### config.mk
export PLATFORM = sky130hd
export DESIGN_NAME = commit_gen_flat
export DESIGN_NICKNAME = d
export VERILOG_FILES = /design/src/rtl/commit_gen_pkg.sv /design/src/rtl/commit_gen_if.sv /design/src/rtl/commit_gen_fifo.sv /design/src/rtl/commit_gen.sv /design/src/flat_wrapper.sv
export SDC_FILE = /design/constraint.sdc
export NUM_CORES = 1
export LEC_CHECK = 0
export ABC_CLOCK_PERIOD_IN_PS = 4200
export CORE_MARGIN = 3
export CORE_UTILIZATION = 55
export DETAILED_ROUTE_END_ITERATION = 10
export GPL_TIMING_DRIVEN = 0
export HOLD_SLACK_MARGIN = 0.15
export PLACE_DENSITY = 0.78
export SLEW_MARGIN = 20
export SYNTH_ARGS = -nofsm -noshare
export SYNTH_HDL_FRONTEND = slang
export SYNTH_HIERARCHICAL = 1
export SYNTH_SLANG_ARGS = --single-unit
### constraint.sdc
create_clock -name clock -period 4.2 [get_ports clock]
set_input_delay 0.84 -clock clock [delete_from_list [all_inputs] [get_ports clock]]
set_output_delay 0.84 -clock clock [all_outputs]
set_load 0.05 [all_outputs]
### src/rtl/commit_gen_pkg.sv
// Shared types for the commit packet generator: packet layout, FSM states
// and small helpers that format FIFO entries and the forced-halt packet.
package commit_gen_pkg;

    localparam int DEFAULT_DEPTH   = 4;
    localparam int DEFAULT_TIMEOUT = 65536;

    // One retired instruction as seen by the exit monitor.
    typedef struct packed {
        logic [31:0] pc;
        logic [31:0] addr;
        logic        mem;
        logic        halt;
        logic        ret;
    } commit_t;

    typedef enum logic [1:0] {
        RUN,
        DRAIN,
        HALTED
    } state_t;

    // Build a FIFO entry from writeback fields. The address is zeroed for
    // non-memory ops, and the return flag is only meaningful on the halt.
    function automatic commit_t make_entry(
        input logic [31:0] pc,
        input logic        is_mem,
        input logic [31:0] mem_addr,
        input logic        is_ebreak,
        input logic [31:0] a0
    );
        commit_t e;
        e.pc   = pc;
        e.mem  = is_mem;
        e.addr = is_mem ? mem_addr : 32'h0;
        e.halt = is_ebreak;
        e.ret  = is_ebreak && (a0 != 32'h0);
        return e;
    endfunction

    // Packet emitted when the watchdog gives up: a failing halt at the
    // last PC that made it into the block.
    function automatic commit_t make_timeout_halt(input logic [31:0] pc);
        commit_t e;
        e.pc   = pc;
        e.mem  = 1'b0;
        e.addr = 32'h0;
        e.halt = 1'b1;
        e.ret  = 1'b1;
        return e;
    endfunction

endpackage

### src/rtl/commit_gen_if.sv
// Writeback-in / commit-out bundle. The master side is the commit
// generator; the slave side is writeback plus the exit monitor.
interface commit_gen_if;

    logic        wb_valid;
    logic        wb_ready;
    logic [31:0] wb_pc;
    logic        wb_is_mem;
    logic [31:0] wb_mem_addr;
    logic        wb_is_ebreak;
    logic [31:0] wb_a0;

    logic        commit_commit;
    logic [31:0] commit_pc;
    logic        commit_mem;
    logic [31:0] commit_addr;
    logic        commit_halt;
    logic        commit_ret;
    logic        halted;

    modport master (
        input  wb_valid, wb_pc, wb_is_mem, wb_mem_addr, wb_is_ebreak, wb_a0,
        output wb_ready,
        output commit_commit, commit_pc, commit_mem, commit_addr,
        output commit_halt, commit_ret, halted
    );

    modport slave (
        output wb_valid, wb_pc, wb_is_mem, wb_mem_addr, wb_is_ebreak, wb_a0,
        input  wb_ready,
        input  commit_commit, commit_pc, commit_mem, commit_addr,
        input  commit_halt, commit_ret, halted
    );

endinterface

### src/rtl/commit_gen_fifo.sv
// Small circular buffer of commit entries. Head is presented combinationally;
// push is ignored when full and pop is ignored when empty.
module commit_fifo
    import commit_gen_pkg::*;
#(
    parameter int DEPTH = DEFAULT_DEPTH
) (
    input  logic    clock,
    input  logic    reset,
    input  logic    push,
    input  commit_t din,
    input  logic    pop,
    output commit_t dout,
    output logic    full,
    output logic    empty
);

    localparam int PTR_W = $clog2(DEPTH);

    commit_t            mem [DEPTH];
    logic [PTR_W-1:0]   wr_ptr;
    logic [PTR_W-1:0]   rd_ptr;
    logic [PTR_W:0]     count;
    logic               do_push;
    logic               do_pop;

    assign do_push = push && !full;
    assign do_pop  = pop && !empty;

    // DEPTH is a power of two, so the count MSB alone flags full.
    assign full  = count[PTR_W];
    assign empty = (count == '0);
    assign dout  = mem[rd_ptr];

    // Entry storage, written at the tail.
    // NOTE: the storage array has no reset; an empty count makes stale
    // contents unreachable, and leaving it unreset lets it map to plain RAM.
    always_ff @(posedge clock) begin
        if (do_push) begin
            mem[wr_ptr] <= din;
        end
    end

    // Pointers and occupancy; both pointers wrap naturally modulo DEPTH.
    always_ff @(posedge clock) begin
        if (!reset) begin
            wr_ptr <= '0;
            rd_ptr <= '0;
            count  <= '0;
        end else begin
            if (do_push) wr_ptr <= wr_ptr + 1'b1;
            if (do_pop)  rd_ptr <= rd_ptr + 1'b1;
            case ({do_push, do_pop})
                2'b10:   count <= count + 1'b1;
                2'b01:   count <= count - 1'b1;
                default: count <= count;
            endcase
        end
    end

endmodule

### src/rtl/commit_gen.sv
// Commit packet generator: buffers retired instructions from writeback,
// emits one registered commit packet per cycle, tracks the halt instruction
// and forces a failing halt when writeback stops making progress.
module commit_gen
    import commit_gen_pkg::*;
#(
    parameter int DEPTH   = DEFAULT_DEPTH,
    parameter int TIMEOUT = DEFAULT_TIMEOUT
) (
    input logic          clock,
    input logic          reset,
    commit_gen_if.master bus
);

    localparam int             WD_W   = $clog2(TIMEOUT + 1);
    localparam logic [WD_W-1:0] WD_MAX = WD_W'(TIMEOUT);

    state_t            state_q;
    state_t            state_d;
    logic [WD_W-1:0]   wdog_q;
    logic [31:0]       last_pc_q;

    commit_t           fifo_din;
    commit_t           fifo_head;
    logic              fifo_full;
    logic              fifo_empty;

    logic              wb_ready;
    logic              push;
    logic              pop;
    logic              fire_wd;

    commit_t           out_q;
    logic              commit_q;
    logic              halted_q;

    assign fifo_din = make_entry(bus.wb_pc, bus.wb_is_mem, bus.wb_mem_addr,
                                 bus.wb_is_ebreak, bus.wb_a0);

    commit_fifo #(.DEPTH(DEPTH)) u_fifo (
        .clock (clock),
        .reset (reset),
        .push  (push),
        .din   (fifo_din),
        .pop   (pop),
        .dout  (fifo_head),
        .full  (fifo_full),
        .empty (fifo_empty)
    );

    // Handshake, pop/forced-halt decisions and next-state logic.
    // NOTE: every signal gets a default at the top so no path leaves one
    // unassigned, which would otherwise infer a latch.
    always_comb begin
        state_d  = state_q;
        wb_ready = 1'b0;
        push     = 1'b0;
        pop      = 1'b0;
        fire_wd  = 1'b0;

        // Readiness looks only at registered state, never at this cycle's pop.
        wb_ready = (state_q == RUN) && !fifo_full;
        push     = bus.wb_valid && wb_ready;
        pop      = !fifo_empty && (state_q != HALTED);
        // The forced halt waits for queued entries so ordering is kept.
        fire_wd  = (state_q == RUN) && fifo_empty && !push && (wdog_q == WD_MAX);

        case (state_q)
            RUN: begin
                if (fire_wd) begin
                    state_d = HALTED;
                end else if (push && bus.wb_is_ebreak) begin
                    state_d = DRAIN;
                end
            end
            DRAIN: begin
                if (pop && fifo_head.halt) begin
                    state_d = HALTED;
                end
            end
            HALTED:  state_d = HALTED;
            default: state_d = RUN;
        endcase
    end

    // FSM state register.
    // NOTE: sequential state uses non-blocking assignments so every register
    // samples pre-edge values, independent of block ordering.
    always_ff @(posedge clock) begin
        if (!reset) begin
            state_q <= RUN;
        end else begin
            state_q <= state_d;
        end
    end

    // No-progress watchdog and last accepted PC for the forced-halt packet.
    always_ff @(posedge clock) begin
        if (!reset) begin
            wdog_q    <= '0;
            last_pc_q <= 32'h0;
        end else if (push) begin
            wdog_q    <= '0;
            last_pc_q <= bus.wb_pc;
        end else if ((state_q == RUN) && (wdog_q != WD_MAX)) begin
            wdog_q    <= wdog_q + 1'b1;
        end
    end

    // Registered commit packet; fields hold between pulses.
    always_ff @(posedge clock) begin
        if (!reset) begin
            out_q    <= '0;
            commit_q <= 1'b0;
            halted_q <= 1'b0;
        end else begin
            commit_q <= pop || fire_wd;
            if (pop) begin
                out_q <= fifo_head;
            end else if (fire_wd) begin
                out_q <= make_timeout_halt(last_pc_q);
            end
            if ((pop && fifo_head.halt) || fire_wd) begin
                halted_q <= 1'b1;
            end
        end
    end

    assign bus.wb_ready      = wb_ready;
    assign bus.commit_commit = commit_q;
    assign bus.commit_pc     = out_q.pc;
    assign bus.commit_mem    = out_q.mem;
    assign bus.commit_addr   = out_q.addr;
    assign bus.commit_halt   = out_q.halt;
    assign bus.commit_ret    = out_q.ret;
    assign bus.halted        = halted_q;

endmodule
### src/flat_wrapper.sv
// flat-port wrapper written by rule: the top's interface ports become plain ports
module commit_gen_flat import commit_gen_pkg::*;
#(
    parameter int DEPTH   = DEFAULT_DEPTH,
    parameter int TIMEOUT = DEFAULT_TIMEOUT
)
  (clock, reset, bus_wb_valid, bus_wb_pc, bus_wb_is_mem, bus_wb_mem_addr, bus_wb_is_ebreak, bus_wb_a0, bus_wb_ready, bus_commit_commit, bus_commit_pc, bus_commit_mem, bus_commit_addr, bus_commit_halt, bus_commit_ret, bus_halted);
  commit_gen_if bus_i ();
  input logic clock;
  input logic reset;
  input wire logic [$bits(bus_i.wb_valid)-1:0] bus_wb_valid;
  input wire logic [$bits(bus_i.wb_pc)-1:0] bus_wb_pc;
  input wire logic [$bits(bus_i.wb_is_mem)-1:0] bus_wb_is_mem;
  input wire logic [$bits(bus_i.wb_mem_addr)-1:0] bus_wb_mem_addr;
  input wire logic [$bits(bus_i.wb_is_ebreak)-1:0] bus_wb_is_ebreak;
  input wire logic [$bits(bus_i.wb_a0)-1:0] bus_wb_a0;
  output wire logic [$bits(bus_i.wb_ready)-1:0] bus_wb_ready;
  output wire logic [$bits(bus_i.commit_commit)-1:0] bus_commit_commit;
  output wire logic [$bits(bus_i.commit_pc)-1:0] bus_commit_pc;
  output wire logic [$bits(bus_i.commit_mem)-1:0] bus_commit_mem;
  output wire logic [$bits(bus_i.commit_addr)-1:0] bus_commit_addr;
  output wire logic [$bits(bus_i.commit_halt)-1:0] bus_commit_halt;
  output wire logic [$bits(bus_i.commit_ret)-1:0] bus_commit_ret;
  output wire logic [$bits(bus_i.halted)-1:0] bus_halted;
  assign bus_i.wb_valid = bus_wb_valid;
  assign bus_i.wb_pc = bus_wb_pc;
  assign bus_i.wb_is_mem = bus_wb_is_mem;
  assign bus_i.wb_mem_addr = bus_wb_mem_addr;
  assign bus_i.wb_is_ebreak = bus_wb_is_ebreak;
  assign bus_i.wb_a0 = bus_wb_a0;
  assign bus_wb_ready = bus_i.wb_ready;
  assign bus_commit_commit = bus_i.commit_commit;
  assign bus_commit_pc = bus_i.commit_pc;
  assign bus_commit_mem = bus_i.commit_mem;
  assign bus_commit_addr = bus_i.commit_addr;
  assign bus_commit_halt = bus_i.commit_halt;
  assign bus_commit_ret = bus_i.commit_ret;
  assign bus_halted = bus_i.halted;
  commit_gen #(.DEPTH(DEPTH), .TIMEOUT(TIMEOUT)) u_core (.clock(clock), .reset(reset), .bus(bus_i));
endmodule
* Yosys cells after proc, flatten, opt, wreduce, memory -nomap -nowiden
Memories as Yosys holds them, arrays and structs flattened. A register that Yosys moved wholly into a read port is not among the register bits.
Cells that the tools add are included.
** Word-level totals
- Register bits after elaboration :: 127
- Bits in writable memories :: 268
- Input bits :: 101
- Output and inout port bits :: 70
- Word-level logic and storage cells :: 65
- Memories :: 1
** Memory list
- u_core.u_fifo.mem :: words 4, width 67, rd ports 1, clocked after memory_dff 1, wr ports 1, line commit_gen_fifo.sv:20 : commit_t mem [DEPTH];
** Cells by class
- Add/sub/neg operators :: 5
- Eq/ne operators :: 9
- Multiplexer cells :: 12
- Bitwise gates (word level) :: 1
- Reduce and logical (&&, ||, !) cells :: 24
** Operator list (count)
- $mux 67 :: 2
- $mux 32 :: 1
- $reduce_bool 32->1 :: 1
- $add 17x1->17 const B :: 1
- $eq 17x17->1 const B :: 1
- $ne 17x17->1 const B :: 1
- $logic_and 1x1->1 :: 12
- $mux 2 :: 5
- $pmux 2 s3 :: 1
- $pmux 3 s2 :: 1
- $add 2x1->2 const B :: 2
- $eq 2x1->1 const B :: 2
- $eq 2x2->1 const B :: 2
- $reduce_bool 2->1 :: 2
- $add 3x1->3 const B :: 1
- $logic_not 1->1 :: 3
- $logic_not 3->1 :: 1
- $ne 3x2->1 const B :: 1
- $sub 3x1->3 const B :: 1
- $logic_not 2->1 :: 1
- $logic_or 1x1->1 :: 2
- $mux 1 :: 2
- $ne 2x1->1 const B :: 1
- $ne 2x2->1 const B :: 1
- 3 further kinds :: 3

* Logic depth before layout (Yosys ltp)
- Depth in word-level cells :: 8
- Depth in mapped cells :: 14

* By module
Netlist, hierarchy kept.
** By module, submodules not included
- commit_fifo :: times used 1, cells each 400, area each 10169.8 µm², sequential area each 8227.9 µm²
- commit_gen :: times used 1, cells each 669, area each 5466.5 µm², sequential area each 2402.3 µm²

* Worst setup path before layout
No wires, ideal clock.
- Kind :: input-to-reg
- Start point :: input port bus_wb_valid
- End point :: memory u_core/u_fifo/mem[0][0] (netlist bit) (enable)
- Setup time :: 0.432 ns
- Arrival :: 3.426 ns
- Required time :: 3.768 ns
- Path slack :: 0.342 ns
- Stages :: 6
- Path buffers :: 2
- Cells stage by stage :: nand3b_1 -> inv_1 -> clkbuf_1 -> nor2b_1 -> clkbuf_1 -> and2_1
** Between the ends
- Word-level cells in the longest chain between the ends :: 4
** RTL lines
- start: declaration :: line flat_wrapper.sv:11 : input wire logic [$bits(bus_i.wb_valid)-1:0] bus_wb_valid;
- $logic_and 1x1->1 :: line commit_gen.sv:63 : push = bus.wb_valid && wb_ready;
- via u_core.push :: line commit_gen.sv:29 : logic push;
- $logic_and 1x1->1 :: line commit_gen_fifo.sv:27 : assign do_push = push && !full;
- $mux 1 :: line commit_gen_fifo.sv:39 : if (do_push) begin
- $mux 1 (implied by the code) :: line commit_gen_fifo.sv:40 : mem[wr_ptr] <= din;
- end: declaration :: line commit_gen_fifo.sv:20
The timed path passes the listed nets, and every way through them passes these cells.

* Worst setup path after layout
- Start point :: register u_core.u_fifo.count[2]
- End point :: register u_core.u_fifo.count[2]
** Between the ends
- Word-level cells in the longest chain between the ends :: 6
** RTL lines
- start: declaration :: line commit_gen_fifo.sv:23 : logic [PTR_W:0] count;
- start signal: assignment :: line commit_gen_fifo.sv:54 : 2'b10: count <= count + 1'b1;
- start signal: assignment :: line commit_gen_fifo.sv:55 : 2'b01: count <= count - 1'b1;
- start signal: assignment :: line commit_gen_fifo.sv:56 : default: count <= count;
- $logic_not 3->1 * :: line commit_gen_fifo.sv:32 : assign empty = (count == '0);
- via u_core.fifo_empty :: line commit_gen.sv:26 : logic fifo_empty;
- $logic_not 1->1 * :: line commit_gen.sv:64 : pop = !fifo_empty && (state_q != HALTED);
- $logic_and 1x1->1 * :: line commit_gen.sv:64
- via u_core.pop :: line commit_gen.sv:30 : logic pop;
- $logic_and 1x1->1 * :: line commit_gen_fifo.sv:28 : assign do_pop = pop && !empty;
- via u_core.u_fifo.do_pop :: line commit_gen_fifo.sv:25 : logic do_pop;
- $eq 2x1->1 or $eq 2x2->1 (tied branches) :: line commit_gen_fifo.sv:53 : case ({do_push, do_pop})
- $pmux 3 s2 or $reduce_bool 2->1 (tied branches)
Mark *: on every way through the listed nets, which the timed path passes. The rest lies on a longest branch.
A chain may end at the register's enable or synchronous reset.

==> results by group <==
Routing
  – Count of TritonRoute iterations in the first routing pass: 6
  – Number of vias in the routed layout: 10.3k
  – Drt wl/cell: 21.9 um
  – Via-per-instance ratio: 6.04
  – DRC violation count after routing: 0
  – Total wire length after detailed routing: 37200 um
  – Number of violations reported at the end of detailed-routing iteration 0: around 1.0k
  – Number of nets still failing antenna checks after routing: 0

Yosys
  – Sequential fraction of the synthesis area: 0.680
  – Yosys warnings: 6
  – Synth Net Count: approximately 1.2k
  – Most numerous cell in the Yosys netlist: sky130_fd_sc_hd__edfxtp_1
  – Post-synthesis async set-or-reset flop share: 0
  – Mean area per synthesized cell: roughly 15 sq um
  – Main area contributors after synthesis: sky130_fd_sc_hd__edfxtp_1 (51%), sky130_fd_sc_hd__dfxtp_1 (17%), sky130_fd_sc_hd__mux4_2 (9.7%), sky130_fd_sc_hd__nand2_1 (2.8%), sky130_fd_sc_hd__a21oi_1 (2.6%)
  – Post-synth top flop: sky130_fd_sc_hd__edfxtp_1
  – Number of different library cells in the post-synthesis netlist: 49
  – Count of state elements after synthesis: between 300 and 400
  – Number of instances in the synthesized netlist: roughly 1.1k
  – Number of enable-type register cells in the synthesized netlist: 268
  – Post-Syn Area: 0.0156 sq mm
  – Post-synth top area share: 0.515
  – Most numerous cell types in the synthesized netlist: sky130_fd_sc_hd__edfxtp_1 (268), sky130_fd_sc_hd__dfxtp_1 (129), sky130_fd_sc_hd__nand2_1 (115)
  – Largest area contributor in the synthesized netlist: sky130_fd_sc_hd__edfxtp_1

STA
  – Total negative slack: 0 ns
  – RSZ-0062 raised after global routing: false
  – Slew at the pin closest to its max-slew limit: approximately 0.88 ns
  – Fin. max-slew vios: 0
  – Achievable frequency: 260 MHz
  – Setup ws final: roughly 0.36 ns
  – Clock Skew: 0.0240 ns
  – Final setup violation count: 0
  – Hold Violations, Final: 0
  – Slew Limit Headroom: 0.407
  – Crit path time final: 3.84 ns
  – Post-route clock period utilization: 0.915

Clock network
  – Clock input transition at the sequential cells of the worst setup and hold paths: 0.06 ns
  – Root cell of the clock tree: sky130_fd_sc_hd__clkbuf_16
  – Number of buffers added by the clock tree synthesis step: 40
  – Num Clock Sinks: roughly 400
  – Clock tree from TritonCTS: built
  – Post-cts gate resize count: 0
  – H-tree Lvls: 2
  – Worst skew pair latency: 0.53 ns
  – # Post-CTS Setup Buffers: 0
  – Hold bufs inserted after CTS: 0
  – CTS max path bufs: 3

Critical path
  – Nature of the critical path startpoint: register
  – Type of element capturing the critical path: register
  – CP required: around 4.6 ns
  – Crit Path Class: reg2reg
  – Critical Path Fanout Max: 12
  – Arrival time worst endpoint: 4.29 ns

Global routing
  – Grt ovf: 0
  – Number of antenna violations at the first check in global routing: 3
  – GRT Resource Usage Total: 0.242
  – Largest net degree at the start of global routing: 42
  – First-pass GRT wire length: 57500 um
  – Via count of the first global-routing pass: 10.5k

Pwr
  – Static leakage: 6.22 nW
  – Total power consumption of the routed design: 14.2 mW
  – Worst IR drop on VDD: roughly 0.42 mV
  – PwrDens: 739 mW/mm^2

Final layout
  – Area occupied by multi-input gates: ~0.0046 sq mm
  – Area occupied by registers: 0.0106 sq mm
  – Finished Layout Cells: 1696
  – Post-layout utilization of the core: 0.690
  – Filler instances: 1909
  – Number of nets in the finished design: about 1.4k
  – Fraction of layout instances using a drive strength above 1: 0.143
  – Area Growth Syn to Fin: 23.2%

Placed design
  – Gp weighted congestion: 0.809
  – Placed insts: about 1.6k
  – Buffers added on ports: 170
  – HPWL reported at the end of detailed placement: around 24000 um
  – Pre-CTS WS: 0.0690 ns

Outcome
  – Run status: complete, no violations

Floorplan
  – Placeable core region: 0.0279 sq mm
  – Die span in x: 175 um
  – Cell Rows: slightly above 60
  – Y dimension of the die: 175 um
  – Io pins: 171
  – Die Footprint: 0.0305 sq mm
  – Effective utilization at floorplan: 0.560

Flow run
  – Total of max-cap violations: 0

Min path
  – Min-Delay Path Class: reg2reg
## metal layers
metal | share of wire | GRT usage | wire length (um)
met1 | 0.39 | 0.319 | 14500
met3 | 0.089 | 0.0561 | 3330
met4 | 0.028 | 0.0785 | 1020
met5 | 0.00073 | 0 | 27
met2 | 0.49 | 0.405 | 18300
## flip-flops by register name (all words and copies together), names as in the netlist, 2 cells and up, named ones only
register,count
u_core/u_fifo/rd_ptr,2
u_core/bus.commit_addr,32
u_core/last_pc_q,32
u_core/u_fifo/mem,268
u_core/wdog_q,17
u_core/bus.commit_pc,32
u_core/u_fifo/count,3
u_core/state_q,2
u_core/u_fifo/wr_ptr,2
## worst max-delay path: stages, from the launching register on
cell	delay, ns
sky130_fd_sc_hd__dfxtp_1	0.37
sky130_fd_sc_hd__nor3_1	0.69
sky130_fd_sc_hd__or2_2	0.24
sky130_fd_sc_hd__clkbuf_1	0.55
sky130_fd_sc_hd__inv_2	0.26
sky130_fd_sc_hd__buf_1	0.34
sky130_fd_sc_hd__nor2b_1	0.25
sky130_fd_sc_hd__ha_1	0.26
sky130_fd_sc_hd__inv_1	0.08
sky130_fd_sc_hd__fa_1	0.18
sky130_fd_sc_hd__xor2_1	0.08
sky130_fd_sc_hd__or3_1	0.30
sky130_fd_sc_hd__a21boi_0	0.16
## placed cells by master, fill, tap and decap left out, drive strengths merged, types with 20 or more instances in the layout
cell type	n
edfxtp	268
clkdlybuf4s50	170
dfxtp	129
nand2	115
clkbuf	102
a21oi	80
o21ai	75
mux4	67
nand4	40
and2	40
buf	37
o211ai	33
a31oi	32
inv	20
## stage by stage
stage / area, sq um / hold slack (ns)
CTS: 19300 / 0.458
floorplan: 15600 / 0.437
finish: 19300 / 0.459
global route: 19300 / 0.476
detailed placement: 17900 / 0.448
global placement: 17800 / 0.442
## where the power goes
part / total, mW / internal (mW) / switching [mW] / leakage (nW)
registers: 5.49 / 5.10 / 0.394 / 3.53
logic: 5.19 / 1.81 / 3.38 / 2.03
clock network: 3.56 / 2.12 / 1.44 / 0.664
## cell families after synthesis
| group | count (synthesis) | share of synthesized area |
|---|---|---|
| XOR/XNOR | 10 | 0.00560 |
| multiplexers | 70 | 0.0985 |
| flip-flops | 397 | 0.680 |
| AND/OR/NAND/NOR | 253 | 0.0836 |
| buffers and inverters | 93 | 0.0298 |
| adder cells (fa/ha/maj) | 12 | 0.0101 |
| AO/OA/AOI/OAI | 234 | 0.0926 |
## worst paths after layout
| kind | from | end | slack [ns] | cells after the start |
|---|---|---|---|---|
| worst max-delay path | u_core/u_fifo/count[2]$_SDFFE_PN0P_ | u_core/u_fifo/count[2]$_SDFFE_PN0P_ | 0.36 | 12 |
| worst min-delay path | u_core/last_pc_q[25]$_SDFFE_PN0P_ | u_core/last_pc_q[25]$_SDFFE_PN0P_ | 0.46 | 2 |
| worst max register to register | u_core/u_fifo/count[2]$_SDFFE_PN0P_ | u_core/u_fifo/count[2]$_SDFFE_PN0P_ | 0.36 | 12 |
| worst min register to register | u_core/last_pc_q[25]$_SDFFE_PN0P_ | u_core/last_pc_q[25]$_SDFFE_PN0P_ | 0.46 | 2 |
## cell type report
cell class	instances	area share
Antenna cell	1	0.000130
Buffer	79	0.0214
Clock buffer	56	0.0599
Clock inverter	18	0.00942
Inverter	14	0.00273
Multi-Input combinational cell	579	0.236
Sequential cell	397	0.552
Tap cell	378	0.0245
Timing Repair Buffer	174	0.0940
No activity file was read; power rests on OpenSTA's default activity.
